==> config.mk <==
export PLATFORM = sky130hd
export DESIGN_NAME = gsu_rom_fetch
export DESIGN_NICKNAME = d
export VERILOG_FILES = /design/src/rtl/gsu_rom_fetch.sv
export SDC_FILE = /design/constraint.sdc
export NUM_CORES = 1
export LEC_CHECK = 0
export CAP_MARGIN = 20
export CORE_ASPECT_RATIO = 0.5
export CORE_MARGIN = 2
export CORE_UTILIZATION = 45
export DETAILED_ROUTE_END_ITERATION = 6
export HOLD_SLACK_MARGIN = 0.05
export PLACE_DENSITY_LB_ADDON = 0.3
export REMOVE_ABC_BUFFERS = 1
export SYNTH_ARGS = -nofsm -noshare
export SYNTH_HDL_FRONTEND = slang
export SYNTH_SLANG_ARGS = --single-unit
==> constraint.sdc <==
create_clock -name MCLK -period 4.4 [get_ports MCLK]
set_clock_uncertainty 0.2 [all_clocks]
set_input_delay 0.88 -clock MCLK [delete_from_list [all_inputs] [get_ports MCLK]]
set_output_delay 0.88 -clock MCLK [all_outputs]
set_load 0.02 [all_outputs]
==> src/rtl/gsu_rom_fetch.sv <==
// gsu_rom_fetch: one-word buffered GSU ROM reader in front of an SDRAM port.
module gsu_rom_fetch #(
  parameter int TIMEOUT = 31,
  parameter bit CLKREF_SYNC = 1'b1
) (
  input  logic        MCLK,
  input  logic        RST,
  input  logic        CLKREF,
  input  logic        INVAL,
  input  logic [22:0] ROM_ADDR,
  input  logic        ROM_OE_N,
  output logic [15:0] ROM_Q,
  output logic        BUSY,
  output logic        SD_REQ,
  output logic [21:0] SD_ADDR,
  input  logic        SD_ACK,
  input  logic [15:0] SD_Q
);
  localparam int CW = $clog2(TIMEOUT + 2);
  typedef enum logic [1:0] {IDLE, ARM, WAIT, FILL} state_t;
  state_t state, state_n;
  logic [15:0] buf_data;
  logic [21:0] buf_tag;
  logic buf_valid, swap, prev_oe_n, pend;
  logic [22:0] prev_addr, lat_addr, pend_addr;
  logic [CW-1:0] cnt;
  logic ev, cur_pend, hit, slot, tmo, done;
  logic [22:0] cur_addr;
  assign ev = !ROM_OE_N && (prev_oe_n || ROM_ADDR != prev_addr);
  assign cur_pend = ev || pend;
  assign cur_addr = ev ? ROM_ADDR : pend_addr;
  // INVAL in the same cycle must not let a stale word count as a hit
  assign hit = buf_valid && !INVAL && cur_addr[22:1] == buf_tag;
  assign slot = CLKREF || !CLKREF_SYNC;
  assign tmo = cnt == CW'(TIMEOUT);
  assign done = SD_ACK || tmo;
  assign ROM_Q = swap ? {buf_data[7:0], buf_data[15:8]} : buf_data;
  always_comb begin
    state_n = state;
    case (state)
      IDLE: state_n = (ev && !hit) ? ARM : IDLE;
      ARM:  state_n = slot ? WAIT : ARM;
      WAIT: state_n = done ? FILL : WAIT;
      default: state_n = (cur_pend && !hit) ? ARM : IDLE;
    endcase
  end
  always_ff @(posedge MCLK) begin
    if (RST) begin
      state <= IDLE;
      buf_data <= '0;
      buf_tag <= '0;
      buf_valid <= 1'b0;
      swap <= 1'b0;
      prev_oe_n <= 1'b1;
      prev_addr <= '0;
      lat_addr <= '0;
      pend <= 1'b0;
      pend_addr <= '0;
      cnt <= '0;
      BUSY <= 1'b0;
      SD_REQ <= 1'b0;
      SD_ADDR <= '0;
    end else begin
      state <= state_n;
      prev_oe_n <= ROM_OE_N;
      prev_addr <= ROM_ADDR;
      BUSY <= state_n != IDLE;
      SD_REQ <= state_n == WAIT;
      if (state_n == ARM && state != ARM) lat_addr <= cur_addr;
      if (state == ARM || state == WAIT) begin
        if (ev) begin
          pend <= 1'b1;
          pend_addr <= ROM_ADDR;
        end
      end else pend <= 1'b0;
      if ((state == IDLE && ev && hit) || (state == FILL && cur_pend && hit)) swap <= cur_addr[0];
      if (state == ARM && slot) begin
        SD_ADDR <= lat_addr[22:1];
        cnt <= '0;
      end
      if (state == WAIT && !tmo) cnt <= cnt + 1'b1;
      if (state == WAIT && SD_ACK) begin
        buf_data <= SD_Q;
        buf_tag <= lat_addr[22:1];
        buf_valid <= 1'b1;
        swap <= lat_addr[0];
      end else if (state == WAIT && tmo) begin
        buf_data <= 16'hFFFF;
        buf_valid <= 1'b0;
      end
      if (INVAL) buf_valid <= 1'b0;
    end
  end
endmodule

==> results of run 1 <==
[final cells by class]
| class | count | area share [%] |
|---|---|---|
| timing repair buffer | 105 | 12.5 |
| clock buffer | 19 | 5.23 |
| tap | 198 | 2.93 |
| clock inverter | 13 | 1.36 |
| multi-input combinational | 582 | 42.9 |
| sequential | 143 | 33.8 |
| inverter | 29 | 1.29 |
[Yosys cell counts (all sizes together), types with 2 or more instances]
| library cell | count |
|---|---|
| clkbuf | 43 |
| buf | 8 |
| nor2 | 80 |
| dfxtp | 143 |
| inv | 29 |
| nand2b | 9 |
| nand3 | 7 |
| a21oi | 84 |
| o311ai | 2 |
| o2bb2ai | 3 |
| a2111oi | 4 |
| o21ai | 8 |
| a211oi | 13 |
| a41oi | 2 |
| o221ai | 6 |
| nor4 | 9 |
| nor2b | 24 |
| nor3b | 4 |
| ha | 5 |
| and2 | 5 |
| and2b | 21 |
| a222oi | 2 |
| mux2 | 39 |
| nor3 | 20 |
| and3 | 2 |
| a2111o | 2 |
| mux2i | 13 |
| xnor2 | 11 |
| nand2 | 148 |
| a22oi | 5 |
| o22ai | 7 |
| or2b | 2 |
| xor2 | 29 |
[cell usage in the layout (no fill, tap or decap), types with 3 or more instances in the layout]
master	count
clkbuf_16	17
o221ai_1	6
o2bb2ai_1	3
a211oi_1	13
and2b_2	16
and2b_1	5
dfxtp_1	143
inv_1	29
xor2_1	29
nor3_1	20
clkinvlp_4	3
a21oi_1	84
clkdlybuf4s50_1	83
and2_1	4
nor2_1	80
nand2_1	147
clkinv_2	5
mux2_4	20
o22ai_1	7
buf_4	17
a22oi_1	5
xnor2_1	11
nor3b_1	4
nand3_1	7
nand2b_1	9
o21ai_0	8
buf_12	5
nor4_1	7
mux2_2	19
ha_1	5
mux2i_1	13
nor2b_1	24
[worst paths after layout]
path	slack (ns)	start	end	cells after the start
worst min-delay path	0.25	SD_ADDR[8]$_SDFFE_PP0P_	SD_ADDR[8]$_SDFFE_PP0P_	2
worst min register to register	0.25	SD_ADDR[8]$_SDFFE_PP0P_	SD_ADDR[8]$_SDFFE_PP0P_	2
worst max-delay path	0.57	ROM_ADDR[18]	lat_addr[21]$_SDFFE_PP0P_	11
worst max register to register	1.12	buf_tag[0]$_SDFFE_PP0P_	lat_addr[22]$_SDFFE_PP0P_	9
[worst register-to-register path, stage by stage (launching register included)]
cell	delay [ns]
dfxtp_1	0.40
inv_1	0.12
a2111o_1	0.46
a2111oi_4	0.41
a41oi_1	0.20
nor4_2	0.39
nand4b_4	0.19
o211ai_4	0.27
buf_12	0.20
mux2_2	0.34
[registers in the layout, indices dropped and copies added (netlist names)]
name	count
buf_tag	22
SD_ADDR	22
cnt	6
state	2
SD_REQ	1
buf_data	16
prev_addr	23
lat_addr	23
BUSY	1
pend_addr	23
prev_oe_n	1
buf_valid	1
swap	1
pend	1
[routing by layer]
layer | vias up | track usage (%) | share of wire (%)
met5 | - | 0 | 0
met2 | 174 | 35.4 | 43
met1 | 2758 | 31.8 | 49
met3 | 27 | 4.61 | 6.1
li1 | 2856 | - | -
met4 | 0 | 6.25 | 1.5
[stage by stage]
stage               hold WS [ns]  power [W]  instance area (sq um)  cells  worst slack [ns]
finish                     0.254    0.00303                   8470   1089             0.575
global route               0.278    0.00315                   8470   1089             0.411
CTS                        0.255    0.00305                   8470   1089             0.577
detailed placement         0.246    0.00170                   7910   1057             0.140
global placement           0.242    0.00169                   7910   1057             0.205
floorplan                  0.230    0.00154                   6600    754             0.340
[power by group through the flow]
stage / clock [W] / sequential, W / combinational, W
4_1_cts: 0.00138 / 0.00136 / 0.000312
3_5_place_dp: 0 / 0.00139 / 0.000310
6_report: 0.00136 / 0.00136 / 0.000314
5_1_grt: 0.00145 / 0.00136 / 0.000339
2_1_floorplan: 0 / 0.00138 / 0.000154
3_3_place_gp: 0 / 0.00138 / 0.000306
[logic make-up after synthesis]
kind of cell    share of synthesized area [%]
compound gates                           14.1
simple gates                             23.1
buf+inv                                  5.93
flops                                    41.5
fa+ha+maj                               0.906
xor+xnor                                 5.08
mux                                      9.33
==> flow_summary_export.csv, run 1 <==
group,metric,value,unit
clock_tree,cts_tree,"yes",
cells_and_area,multiInputGateArea,3630,sq um
critical_path,cp_cell_sequence,"clkdlybuf4s50_1 > xor2_1 > nor4_1 > and3_1 > a31oi_4 > buf_4 > a21oi_1 > nor2_1 > o211ai_4 > buf_12 > mux2_4",
routing,post_drt_wl_per_cell,16.6,um
sta,rsz0062_at_grt,"false",
synthesis,synth_edf_count,0,
routing,vias_per_cell,5.34,
critical_path,slowest_stage,"clkdlybuf4s50_1",
sta,period_needed,3.83,ns
synthesis,synth_largest_area_cell,"dfxtp_1",
synthesis,synthFlopType,"dfxtp_1",
placed_design,numPortBuffers,84,
critical_path,worstSetupEndpointType,"flip-flop",
clock_tree,cts-buffers-inserted,17,
pwr,power_density,358,nW/um^2
routing,drcViolationCount,0,
critical_path,path_buf_inv,3,
cells_and_area,fillerInstances,1330,
global_route,grt_overflow_total,0,
routing,drt_iter0_drc,427,
min_path,min_path_type,"flip-flop to flip-flop",
clock_tree,ctsHoldBuffers,0,
clock_tree,htreeDepth,4,
synthesis,ys_warn_count,0,
sta,maxSlewHeadroom,38.1,%
cells_and_area,final_layout_size_suffix_gt1_share,13.9,%
critical_path,cp_max_fo,41,
synthesis,synth_top_area_share,41.5,%
run_status,status,"complete, no violations",
sta,setup_tns,0,ns
cells_and_area,regArea,2860,sq um
sta,slew_violations,0,
cells_and_area,num-nets-final,928,
critical_path,max_stage_delay,0.58,ns
die,die-area,16400,sq um
placed_design,dpl.hpwl,12.4,mm
pwr,switchingPower,0.000761,W
routing,vias,5815,
die,core,14700,sq um
global_route,antenna_found_initial,0,
synthesis,synthCells,805,
critical_path,cp.required,4.50,ns
critical_path,critPathKind,"input pin to flip-flop",
die,die_x,179,um
pwr,p_seq_share,44.8,%
pwr,ir_worst_vdd,0.276,mV
clock_tree,cts_resized,0,
critical_path,path_delay_family,"buffers and inverters",
critical_path,start_kind,"input pin",
die,initial_core_util,46.8,%
clock_tree,cts.reportedPaths.clkPinSlew,0.06,ns
global_route,grt_pass1_wl,29.0,mm
sta,period_share,86.9,%
run,drv_cap,0,
pwr,swShare,25.1,%
clock_tree,clockBufferDepth,2,
die,die_h,91.6,um
pwr,p_int,0.00227,W
clock_tree,root_buffer,"clkbuf_16",
clock_tree,cts_setup_buffers,0,
routing,antenna_left,0,
synthesis,netlist_area,6900,sq um
synthesis,ys_seq_area_share,41.5,%
pwr,leakagePower,3.28,nW
die,ios,85,
routing,wl,18.1,mm
pwr,pwr-share-comb,10.4,%
sta,max_clock_freq,0.261,GHz
global_route,first_global_vias,5566,
clock_tree,clock_sinks,143,
synthesis,yosysUniqueCellTypes,62,
cells_and_area,antennaDiodeCount,0,
synthesis,synth.avg_cell_area,8.57,sq um
pwr,pwr-share-clk,44.9,%
routing,dr.pass1.iters,5,
sta,setup_viol,0,
sta,hold_viol,0,
synthesis,ys_ff_latch,143,
die,num_rows,31,
synthesis,synthTopCellsByArea,"dfxtp_1 (41%), nand2_1 (8.0%), a21oi_1 (6.1%)",
cells_and_area,synthToLayoutAreaGrowth,22.7,%
placed_design,routabilityCongestion,0.943,
critical_path,cp.arrival,3.92,ns
synthesis,synth_async_sr_flop_share,0,%
sta,worstMarginPinSlew,0.926,ns
global_route,grt_max_degree,63,
cells_and_area,final_core_util,57.5,%
clock_tree,clk_latency,0.42,ns
global_route,grt.total_usage,22.7,%
Note: power is estimated with default switching activity, not from simulation.
==> inputs of run 2 (changes only) <==
SLEW_MARGIN = 20   (was default)
clock period = 3.3 ns   (was 4.4 ns; I/O delays follow)
==> run 2 against run 1 <==
- critical path depth unchanged
- clock power increased by 42%
- non-clock buffer count increased by 55
- register-to-register slack got worse by 0.99 ns
- power increased by 39%
==> flow_summary_export.csv, run 2 (synthesis gave the netlist of run 1 again) <==
group,metric,value,unit
run_status,status,"complete, no violations",
clock_tree,cts.reportedPaths.clkPinSlew,0.06,ns
critical_path,cp_max_fo,8,
placed_design,routabilityCongestion,0.948,
global_route,grt_overflow_total,0,
critical_path,r2r-start,"buf_tag[0]$_SDFFE_PP0P_",
pwr,ir_worst_vdd,0.381,mV
clock_tree,cts-buffers-inserted,17,
cells_and_area,final_layout_size_suffix_gt1_share,21.8,%
pwr,power_density,463,nW/um^2
critical_path,cp.arrival,3.30,ns
die,core,14700,sq um
cells_and_area,most-common-layout-cells,"nand2_1 (148), dfxtp_1 (142), a21oi_1 (84), nor2_1 (79), buf_4 (67)",
clock_tree,clk_latency,0.42,ns
sta,max_clock_freq,0.313,GHz
routing,top_layer,"met4",
placed_design,dpl.hpwl,13.3,mm
die,ios,85,
routing,vias,6079,
die,die_x,179,um
cells_and_area,top_regs,"lat_addr: 23 flops, pend_addr: 23 flops, prev_addr: 23 flops",
critical_path,worstSetupEndpointType,"flip-flop",
sta,worstMarginPinSlew,0.678,ns
routing,antenna_left,0,
clock_tree,ctsHoldBuffers,0,
cells_and_area,synthToLayoutAreaGrowth,32.4,%
pwr,leakagePower,3.67,nW
pwr,p_total,0.00423,W
cells_and_area,final_common_cell,"nand2_1",
critical_path,start_kind,"input pin",
global_route,grt_pass1_wl,31.1,mm
clock_tree,cts_tree,"yes",
routing,drcViolationCount,0,
sta,maxSlewHeadroom,54.7,%
cells_and_area,num-nets-final,983,
sta,setup_viol,0,
sta,slew_violations,0,
critical_path,critPathCapture,"lat_addr[22]$_SDFFE_PP0P_",
routing,wl_met3,1.32,mm
critical_path,cp-startpoint,"ROM_ADDR[14]",
critical_path,r2r_end,"lat_addr[22]$_SDFFE_PP0P_",
critical_path,rr_worst_depth,9,
critical_path,regToRegSetupSlack,0.13,ns
sta,period_share,96.8,%
routing,wl,19.2,mm
min_path,min_path_type,"flip-flop to flip-flop",
clock_tree,root_buffer,"clkbuf_16",
clock_tree,htreeDepth,4,
critical_path,critPathKind,"input pin to flip-flop",
cells_and_area,antennaDiodeCount,0,
placed_design,numPortBuffers,84,
sta,hold_viol,0,
die,num_rows,31,
critical_path,cp.required,3.40,ns
global_route,grt.total_usage,24.3,%
routing,vias_per_cell,5.31,
die,die_h,91.6,um
global_route,grt_max_degree,44,
run,drv_cap,0,
routing,wl_met2,8.45,mm
routing,met1_length,9.22,mm
die,die-area,16400,sq um
sta,setup_tns,0,ns
routing,drt_iter0_drc,411,
clock_tree,clockBufferDepth,2,
clock_tree,clock_sinks,143,
global_route,first_global_vias,6057,
global_route,antenna_found_initial,0,
routing,post_drt_wl_per_cell,16.8,um
die,initial_core_util,46.8,%
sta,period_needed,3.19,ns
routing,dr.pass1.iters,5,
==> run 2: cell types whose count changed in the layout (fill, tap and decap cells not counted), sizes merged, moves of 2 or more <==
| cell | delta |
|---|---|
| buf | +55 |
| clkbuf | +2 |
| clkdlybuf4s50 | -20 |
| clkinv | -2 |
| dlygate4sd2 | +14 |
| dlymetal6s2s | +5 |
==> run 2: worst min path at each step <==
stage | from | slack [ns] | to | cells past startpoint
3_3_place_gp | pend_addr[16]$_SDFFE_PP0N_ | 0.24 | pend_addr[16]$_SDFFE_PP0N_ | 2
5_1_grt | SD_ADDR[8]$_SDFFE_PP0P_ | 0.28 | SD_ADDR[8]$_SDFFE_PP0P_ | 2
3_5_place_dp | SD_ADDR[13]$_SDFFE_PP0P_ | 0.25 | SD_ADDR[13]$_SDFFE_PP0P_ | 2
2_1_floorplan | buf_tag[7]$_SDFFE_PP0P_ | 0.23 | buf_tag[7]$_SDFFE_PP0P_ | 2
4_1_cts | SD_ADDR[13]$_SDFFE_PP0P_ | 0.25 | SD_ADDR[13]$_SDFFE_PP0P_ | 2
6_report | SD_ADDR[13]$_SDFFE_PP0P_ | 0.25 | SD_ADDR[13]$_SDFFE_PP0P_ | 2
==> run 2: through the flow <==
step	cell area (sq um)	setup slack [ns]	instances	hold WS, ns	utilization (%)
finish	9140	0.106	1144	0.253	62.0
global route	9140	-0.00276	1144	0.278	62.0
CTS	9040	0.00137	1141	0.255	61.3
detailed placement	8260	-0.681	1104	0.246	56.1
global placement	8260	-0.631	1104	0.242	56.1
floorplan	6600	-0.540	754	0.230	-
==> run 2: per-layer routing <==
| layer | GRT usage (%) | up-vias |
|---|---|---|
| met1 | 33.5 | 2914 |
| met5 | 0 | - |
| met3 | 6.11 | 21 |
| met2 | 38.1 | 188 |
| met4 | 5.78 | 0 |
| li1 | - | 2956 |
==> run 2: final cells by class <==
cell class | count | area, sq um
repair buffers | 160 | 1500
flip-flops and latches | 143 | 2860
clock inverters | 12 | 135
well taps | 198 | 248
clock buffers | 20 | 457
inverters | 29 | 109
fillers | 1269 | 5600
multi-input cells | 582 | 3830
==> run 2: power breakdown <==
| part | internal (W) | switching [W] | leakage [nW] |
|---|---|---|---|
| clock network | 0.00116 | 0.000767 | 0.284 |
| logic | 0.000239 | 0.000250 | 2.22 |
| registers | 0.00178 | 0.0000397 | 1.16 |
| total | 0.00317 | 0.00106 | 3.67 |
==> run 2: timing repair <==
item / CTS / global route
gates resized for setup: 48 / 20
setup endpoints to repair: 30 / 24
cloned: 1 / 0
pin swaps: 18 / 13
setup buffers: 4 / 3
endpoints found under the hold margin: 0 / 0
==> run 2: worst max-delay path: stages <==
cell and delay [ns]:
clkdlybuf4s50_1 0.43, xor2_1 0.17, nor4_2 0.21, and3_4 0.24
buf_4 0.11, a31oi_4 0.08, a221o_1 0.34, nand4b_4 0.19
o211ai_4 0.32, buf_12 0.20, mux2_2 0.33
